File: config.mk
export PLATFORM = sky130hd
export DESIGN_NAME = pc_fetch
export DESIGN_NICKNAME = d
export VERILOG_FILES = /design/src/rtl/fetch_pkg.sv /design/src/rtl/redirect_detect.sv /design/src/rtl/pc_fetch.sv
export SDC_FILE = /design/constraint.sdc
export NUM_CORES = 1
export LEC_CHECK = 0
export ABC_CLOCK_PERIOD_IN_PS = 2900
export BUFFER_PORTS_ARGS = -buffer_cell sky130_fd_sc_hd__clkbuf_2
export CAP_MARGIN = 20
export CORE_ASPECT_RATIO = 0.9
export CORE_UTILIZATION = 25
export CTS_BUF_LIST = sky130_fd_sc_hd__clkbuf_8 sky130_fd_sc_hd__clkbuf_16
export DETAILED_ROUTE_END_ITERATION = 16
export GPL_ROUTABILITY_DRIVEN = 0
export PLACE_DENSITY = 0.59
export SKIP_CTS_REPAIR_TIMING = 1
export SKIP_LAST_GASP = 1
export SYNTH_ARGS = -nofsm -noshare
export SYNTH_HDL_FRONTEND = slang
export SYNTH_HIERARCHICAL = 1
export SYNTH_SLANG_ARGS = --single-unit
File: constraint.sdc
create_clock -name clk -period 2.9 [get_ports clk]
set_clock_uncertainty 0.15 [all_clocks]
set_input_delay 0.29 -clock clk [delete_from_list [all_inputs] [get_ports clk]]
set_output_delay 0.29 -clock clk [all_outputs]
set_load 0.005 [all_outputs]
File: src/rtl/fetch_pkg.sv
// rtl/fetch_pkg.sv - fetch stage state encodings and constants
package fetch_pkg;

    typedef logic [2:0] fetch_state_t;

    localparam fetch_state_t ST_IDLE = 3'd0;
    localparam fetch_state_t ST_REQ  = 3'd1;
    localparam fetch_state_t ST_KILL = 3'd2;
    localparam fetch_state_t ST_HOLD = 3'd3;
    localparam fetch_state_t ST_HALT = 3'd4;

    localparam logic [31:0] NOP_INST = 32'h0000_0013;
    localparam logic [31:0] PC_INC   = 32'd4;

endpackage

File: src/rtl/redirect_detect.sv
// rtl/redirect_detect.sv - rising-edge detector on the RAS redirect select
module redirect_detect (
    input  logic clk,
    input  logic rst,
    input  logic muxras,
    output logic redir
);

    logic muxras_q;

    always_ff @(posedge clk or posedge rst) begin
        if (rst) begin
            muxras_q <= 1'b0;
        end else begin
            muxras_q <= muxras;
        end
    end

    // The RAS holds muxras as a level; only its first cycle is a redirect.
    assign redir = muxras & ~muxras_q;

endmodule

File: src/rtl/pc_fetch.sv
// rtl/pc_fetch.sv - PC register and single-outstanding fetch stage (FETCH_MISALIGN_CHECK_EN adds misaligned-redirect halt)
module pc_fetch
    import fetch_pkg::*;
#(
    parameter logic [31:0] RESET_PC = 32'h0000_0000
) (
    input  logic        clk,
    input  logic        rst,
    input  logic [31:0] pc_jmp,
    input  logic        muxras,
    input  logic        stall,
    output logic        imem_req,
    output logic [31:0] imem_addr,
    input  logic        imem_ack,
    input  logic [31:0] imem_rdata,
    output logic        inst_valid,
    output logic [31:0] inst_out,
    output logic [31:0] inst_pc,
    output logic        misalign
);

    fetch_state_t state;
    logic [31:0]  pc;
    logic [31:0]  jmp_target;
    logic         jmp_bad;
    logic         redir;

    redirect_detect u_redirect_detect (
        .clk    (clk),
        .rst    (rst),
        .muxras (muxras),
        .redir  (redir)
    );

`ifdef FETCH_MISALIGN_CHECK_EN
    logic misalign_q;

    assign jmp_target = pc_jmp;
    assign jmp_bad    = redir & (pc_jmp[1:0] != 2'b00);

    always_ff @(posedge clk or posedge rst) begin
        if (rst) begin
            misalign_q <= 1'b0;
        end else if (jmp_bad) begin
            misalign_q <= 1'b1;
        end
    end

    assign misalign = misalign_q;
`else
    assign jmp_target = pc_jmp & ~32'h0000_0003;
    assign jmp_bad    = 1'b0;
    assign misalign   = 1'b0;
`endif

    always_ff @(posedge clk or posedge rst) begin
        if (rst) begin
            state      <= ST_IDLE;
            pc         <= RESET_PC;
            inst_valid <= 1'b0;
            inst_out   <= NOP_INST;
            inst_pc    <= 32'h0000_0000;
        end else if (jmp_bad) begin
            state      <= ST_HALT;
            inst_valid <= 1'b0;
        end else begin
            case (state)
                ST_IDLE: begin
                    state <= ST_REQ;
                    if (redir) begin
                        pc <= jmp_target;
                    end
                end
                ST_REQ: begin
                    // A redirect alongside an ack drops the data and re-requests at once.
                    if (redir) begin
                        pc    <= jmp_target;
                        state <= imem_ack ? ST_REQ : ST_KILL;
                    end else if (imem_ack) begin
                        inst_out   <= imem_rdata;
                        inst_pc    <= pc;
                        inst_valid <= 1'b1;
                        pc         <= pc + PC_INC;
                        state      <= ST_HOLD;
                    end
                end
                ST_KILL: begin
                    if (redir) begin
                        pc <= jmp_target;
                    end
                    if (imem_ack) begin
                        state <= ST_REQ;
                    end
                end
                ST_HOLD: begin
                    if (redir) begin
                        inst_valid <= 1'b0;
                        pc         <= jmp_target;
                        state      <= ST_REQ;
                    end else if (!stall) begin
                        inst_valid <= 1'b0;
                        state      <= ST_REQ;
                    end
                end
`ifdef FETCH_MISALIGN_CHECK_EN
                ST_HALT: begin
                    state <= ST_HALT;
                end
`endif
                default: begin
                    state <= ST_IDLE;
                end
            endcase
        end
    end

    assign imem_req  = (state == ST_REQ);
    assign imem_addr = pc;

endmodule
==> results_dict.tcl, run 1 <==
set metrics [dict create \
    clockPowerShare_pct 26.5 \
    slowest_stage "or4_1" \
    antenna_found_initial 0 \
    initial_core_util_pct 25.7 \
    crit_cells 4 \
    synth_compound_area_share_pct 8.25 \
    dieArea_mm2 0.0180 \
    synthSimpleGateAreaFrac_pct 14.1 \
    synth_cell_types 47 \
    die_w_um 141 \
    period_share_pct 81.8 \
    placedCellCount 753 \
    path_class "register to register" \
    max_slew_margin_pct 57.3 \
    hpwlAfterDp_mm 8.57 \
    holdPathStages 3 \
    cp_top_family "simple AND/OR/NAND/NOR gates" \
    fin_tns_setup_ps 0 \
    wl_mm 11.5 \
    worst_pin_slew_ps 636 \
    ys_seq_area_share_pct 55.1 \
    area_growth_pct 31.0 \
    arrival_ps 2490 \
    viasPerCell 4.58 \
    dp_slack_ps 534 \
    max_freq_mhz 421 \
    met2WireLength_mm 5.43 \
    startpoint "imem_addr[9]" \
    rows 45 \
    wl_per_cell_um 14.9 \
    crit_chain "and4_1 -> nand4_1 -> or4_1 -> a31oi_1" \
    r2r-end "imem_addr[29]" \
    numCtsBuffers 9 \
    p_seq_share_pct 47.8 \
    grt_pass1_wl_mm 18.3 \
    root_buffer "clkbuf_16" \
    route.met3.wl_um 680 \
    clock_path_buffers 2 \
    met1_length_mm 5.21 \
    yosysWarnings 6 \
    finalCriticalPeriod_ps 2370 \
    stdcell_count 771 \
    cts_sinks 96 \
    boundaryPins 168 \
    final_util_pct 33.7 \
    r2r-start "imem_addr[9]" \
    path_clk_slew_ps 70 \
    synthCells 372 \
    cts_tree "built" \
    die_h_um 127 \
    intPower_uw 2990 \
    synth_area_per_cell_um2 11.7 \
    clock_latency_ps 350 \
    power_density_mw_per_mm2 742 \
    drv_cap 0 \
    drive_gt1_share_pct 47.6 \
    status "complete, no violations" \
    grt_max_degree 96 \
    critPathLaunchType "register" \
    core_area_mm2 0.0170 \
    final_nets 601 \
    first_global_vias 3426 \
    cp-end-kind "register" \
    rrSetupSlack_ps 530 \
    power_frac_comb_pct 25.7 \
    synth_mux_area_share_pct 16.4 \
    synth-xor-area-share_pct 2.00 \
    critPathMaxFanout 17 \
    setup_slack_ps 527 \
    reg2regPathDepth 4 \
    finalMaxSlewViolations 0 \
    port_buffers 160 \
    setup_viol 0 \
    route.detailed.drc 0 \
    grt.overflow.total 0 \
    ctsHtreeMaxLevel 3 \
    p_leak_uw 0.00254 \
    crit_buf_inv 0 \
    hp-class "primary input to register" \
    antenna_cells 0 \
    peakVddDrop_v 0.000304 \
    cp_data_required_time_ps 3020 \
    synthAdderAreaFrac_pct 0.286 \
    rsz0062_at_grt "false" \
    synthesis.area_mm2 0.00437 \
    drt-pass1-iter-count 6 \
    grt_usage_pct 13.2 \
    switching_share_pct 29.6 \
    max_stage_delay_ps 670 \
    nFillCells 1772 \
    synth_top_family_by_area "multiplexers" \
    vias 3529 \
    drt_iter0_drc 186 \
    routed.top_layer "met4" \
    drtAntennaViolNets 0 \
    p_sw_uw 1260 \
    setup.worst_path.end "imem_addr[29]" \
    ys_seq_elements 96 \
    final_hold_viol_count 0 \
]
[cell usage after synthesis (all sizes together)]
library cell / count / area share, %
o41ai: 2 / 0.40
xnor2: 8 / 1.6
nand2: 32 / 2.7
a21o: 1 / 0.17
and2: 2 / 0.29
clkbuf: 11 / 1.2
o21ai: 20 / 2.3
dlygate4sd1: 1 / 0.20
o211ai: 1 / 0.17
and4: 3 / 0.60
mux2: 62 / 16
or4: 14 / 2.4
nor4: 6 / 0.86
o31ai: 10 / 1.7
buf: 13 / 1.8
nor2b: 2 / 0.46
o31a: 2 / 0.40
mux2i: 2 / 0.46
a31oi: 14 / 2.0
o32a: 1 / 0.23
or3: 5 / 0.77
a41oi: 1 / 0.20
nor2: 17 / 1.5
and3: 4 / 0.60
o311a: 1 / 0.23
nand4: 8 / 1.3
conb: 1 / 0.086
nand4b: 1 / 0.20
nand2b: 2 / 0.29
nand3: 11 / 1.3
xor2: 2 / 0.40
dfrtp: 93 / 53
nor3: 2 / 0.23
dfstp: 3 / 1.8
inv: 7 / 0.60
and3b: 1 / 0.20
nand3b: 1 / 0.26
or4b: 1 / 0.23
ha: 1 / 0.29
o311ai: 1 / 0.20
a21oi: 2 / 0.23
[worst register-to-register path: stages, from the launching register on]
cell and delay, ps:
dfrtp_1 500, and4_1 320, nand4_1 490, or4_1 680, a31oi_1 180
[per-layer routing]
layer  track usage (%)  vias to the layer above
li1                  -                     1670
met1              16.8                     1737
met2              21.0                      110
met3              4.20                       12
met4              4.55                        0
met5                 0                        -
[worst min-delay path by stage]
stage / from / end
after floorplan: rst / u_redirect_detect/muxras_q
final: pc_jmp[5] / imem_addr[5]
after global routing: pc_jmp[10] / imem_addr[10]
after detailed placement: rst / u_redirect_detect/muxras_q
after global placement: rst / u_redirect_detect/muxras_q
after CTS: rst / u_redirect_detect/muxras_q
[state kept, by name, summed over array words and instances (netlist names)]
signal	flops
inst_out	32
imem_addr	30
inst_pc	30
state	2
inst_valid	1
u_redirect_detect/muxras_q	1
[power by group through the flow]
stage / combinational (uW) / sequential (uW) / clock [uW]
after floorplan: 531 / 2030 / 0
after global placement: 1100 / 2020 / 0
after detailed placement: 1120 / 2060 / 0
after CTS: 1120 / 2040 / 1180
after global routing: 1220 / 2100 / 1230
final: 1090 / 2030 / 1130
[cells by family after synthesis]
family | after synthesis
other | 1
DFF | 96
buffers and inverters | 32
adders and majority gates | 1
AOI/OAI and AO/OA | 56
xor gates and xnor gates | 10
and+or+nand+nor | 112
muxes | 64
[placed cells by master (no fill, tap or decap), drive strengths merged, types with 3 or more instances in the layout]
cell type,count
clkbuf,171
dfrtp,93
mux2,62
nand2,32
o21ai,20
nor2,17
or4,14
a31oi,14
nand3,11
o31ai,10
xnor2,8
nand4,8
inv,7
buf,7
nor4,6
conb,5
or3,5
and3,4
and4,3
clkinvlp,3
dfstp,3
[final cells by class]
class | count | area, um^2 | area share [%]
clock buffer | 11 | 253 | 4.42
clock inverter | 5 | 32.5 | 0.568
inverter | 7 | 30.0 | 0.525
multi-input combinational | 248 | 1820 | 31.8
sequential | 96 | 2410 | 42.0
tap | 235 | 294 | 5.14
timing repair buffer | 169 | 886 | 15.5
[through the flow]
| stage | total power (uW) | cell area [um^2] | hold WS [ps] |
|---|---|---|---|
| floorplan | 2560 | 4390 | -131 |
| global placement | 3120 | 5420 | -3.96 |
| detailed placement | 3170 | 5420 | -1.92 |
| CTS | 4340 | 5700 | -387 |
| global route | 4540 | 5720 | 7.38 |
| finish | 4250 | 5720 | 1.82 |
Note: power is estimated with default switching activity, not from simulation.
==> inputs of run 2 (changes only) <==
- ABC_AREA: unset -> 1
- ABC_CLOCK_PERIOD_IN_PS: 2900 -> 2100
- PLACE_DENSITY: 0.59 -> 0.58
- clock period: 2.9 -> 2.1 ns (I/O delays scaled with it)
==> run 2 against run 1 <==
  * The run now ends with negative hold slack left
  * Non-clock buffer count grew 41
  * Synthesized area is 8.9% higher
  * Combinational power rose to 3.0 times the previous value
  * Clock-buffer cell count down 1
  * Final cell count is 40% higher
  * Via count up 36%
  * Critical path depth up 5
  * Critical endpoint is now imem_addr[7]
  * Largest cell class unchanged
==> results_dict.tcl, run 2 <==
set metrics [dict create \
    status "finished with violations" \
    violations "negative hold slack" \
    final_nets 902 \
    power_density_mw_per_mm2 1270 \
    dieArea_mm2 0.0196 \
    reg2regPathDepth 10 \
    ys_seq_area_share_pct 50.5 \
    initial_core_util_pct 25.7 \
    drtAntennaViolNets 0 \
    drt_iter0_drc 258 \
    regArea_mm2 0.00241 \
    max_freq_mhz 527 \
    setup_viol 0 \
    boundaryPins 168 \
    dp_slack_ps 137 \
    fin_tns_setup_ps 0 \
    nFillCells 2000 \
    grt_usage_pct 15.8 \
    synth_area_per_cell_um2 7.51 \
    clock_path_buffers 2 \
    path_class "primary input to register" \
    synthArstFlopShare_pct 100 \
    arrival_ps 1990 \
    die_w_um 147 \
    synthFlopType "dfrtp_1" \
    setup.worst_path.end "imem_addr[7]" \
    yosysWarnings 6 \
    critPathLaunchType "primary input" \
    finalMaxSlewViolations 0 \
    synth_edf_count 0 \
    cp-end-kind "register" \
    antenna_cells 0 \
    route.detailed.drc 0 \
    port_buffers 160 \
    finalCriticalPeriod_ps 1900 \
    grt.overflow.total 0 \
    ys_seq_elements 96 \
    antenna_found_initial 0 \
    grt_pass1_wl_mm 23.8 \
    drive_gt1_share_pct 25.4 \
    r2r-start "imem_addr[2]" \
    synth_area_leader_cell "dfrtp_1" \
    wl_per_cell_um 14.3 \
    critPathMaxFanout 18 \
    synth_cell_types 33 \
    peakVddDrop_v 0.000555 \
    drv_cap 0 \
    synth_most_common_cell "nand2_1" \
    drt-pass1-iter-count 5 \
    hp-class "primary input to register" \
    cts_sinks 96 \
    root_buffer "clkbuf_16" \
    startpoint "muxras" \
    rsz0062_at_grt "false" \
    core_area_mm2 0.0185 \
    clock_latency_ps 360 \
    rrSetupSlack_ps 240 \
    vias 4782 \
    die_h_um 133 \
    multiInputGateArea_mm2 0.00207 \
    synth_top_area_share_pct 48.9 \
    numCtsBuffers 9 \
    hpwlAfterDp_mm 11.3 \
    cp_data_required_time_ps 2190 \
    synthesis.area_mm2 0.00476 \
    final_cell_mix "286 x nand2_1, 160 x clkbuf_2, 93 x dfrtp_1" \
    r2r-end "imem_addr[24]" \
    cts_tree "built" \
    layout_commonest_cell "nand2_1" \
    largest-register "inst_out" \
    final_hold_viol_count 3 \
    viasPerCell 4.42 \
    area_growth_pct 38.3 \
    first_global_vias 4431 \
    grt_max_degree 52 \
    p_leak_uw 0.00342 \
    largest_reg_flops 32 \
    yosys-top-cells-area "dfrtp_1 49%, nand2_1 23%, nor2_1 4.0%" \
    period_share_pct 90.4 \
    ctsHtreeMaxLevel 3 \
    rows 47 \
    synthCells 634 \
    path_clk_slew_ps 70 \
    holdWs_ps -19.8 \
    wl_mm 15.5 \
    setup_slack_ps 201 \
    ys_top_cells_by_count "286 x nand2_1, 93 x dfrtp_1, 51 x nor2_1" \
]
-- run 2: final cells by class --
cell class              count  share of cell area, %
repair buffers            210                   20.4
flip-flops and latches     96                   36.5
inverters                  41                   2.39
clock buffers              10                   3.63
well taps                 245                   4.66
clock inverters             6                   1.03
multi-input cells         474                   31.4
-- run 2: metrics by stage --
stage / instance area (um^2) / total power (uW) / util [%] / cells
after CTS: 6170 / 8450 / 33.3 / 1041
after global routing: 6590 / 9160 / 35.5 / 1082
after floorplan: 4780 / 5070 / - / 638
after global placement: 5860 / 6630 / 31.7 / 1025
after detailed placement: 5860 / 6690 / 31.7 / 1025
final: 6590 / 8390 / 35.5 / 1082
-- run 2: metal layers --
layer	GRT usage [%]	up-vias	wire (um)
met5	0	-	0
met4	4.52	0	244
met3	4.24	18	806
met2	24.9	158	7260
met1	21.2	2223	7210
li1	-	2383	-
-- run 2: cells by family after synthesis --
family / after synthesis / synth area share (%)
simple gates: 405 / 35.4
flops: 96 / 50.5
buf+inv: 68 / 6.47
compound gates: 63 / 7.23
fa+ha+maj: 1 / 0.263
other cells: 1 / 0.0788
-- run 2: worst min path at each step --
stage	startpoint	endpoint	slack (ps)	depth (start not counted)
floorplan	rst	u_redirect_detect/muxras_q	-210	1
global placement	rst	u_redirect_detect/muxras_q	-80	2
detailed placement	rst	u_redirect_detect/muxras_q	-80	2
CTS	rst	u_redirect_detect/muxras_q	-460	2
global route	pc_jmp[9]	imem_addr[9]	4	3
finish	pc_jmp[11]	imem_addr[11]	-20	3
-- run 2: worst max-delay path, stage by stage --
cell and delay [ps]:
dlygate4sd3_1 520, clkbuf_2 110, inv_1 60, nor2_4 280, inv_1 110, nand2_2 160
inv_2 190, nor3_1 250, a21oi_1 100
-- run 2: report_power, final --
group          switching, uW  internal (uW)  total, uW
registers                723           2700       3420
logic                   1920           1340       3260
clock network            749            960       1710
total                   3400           5000       8390
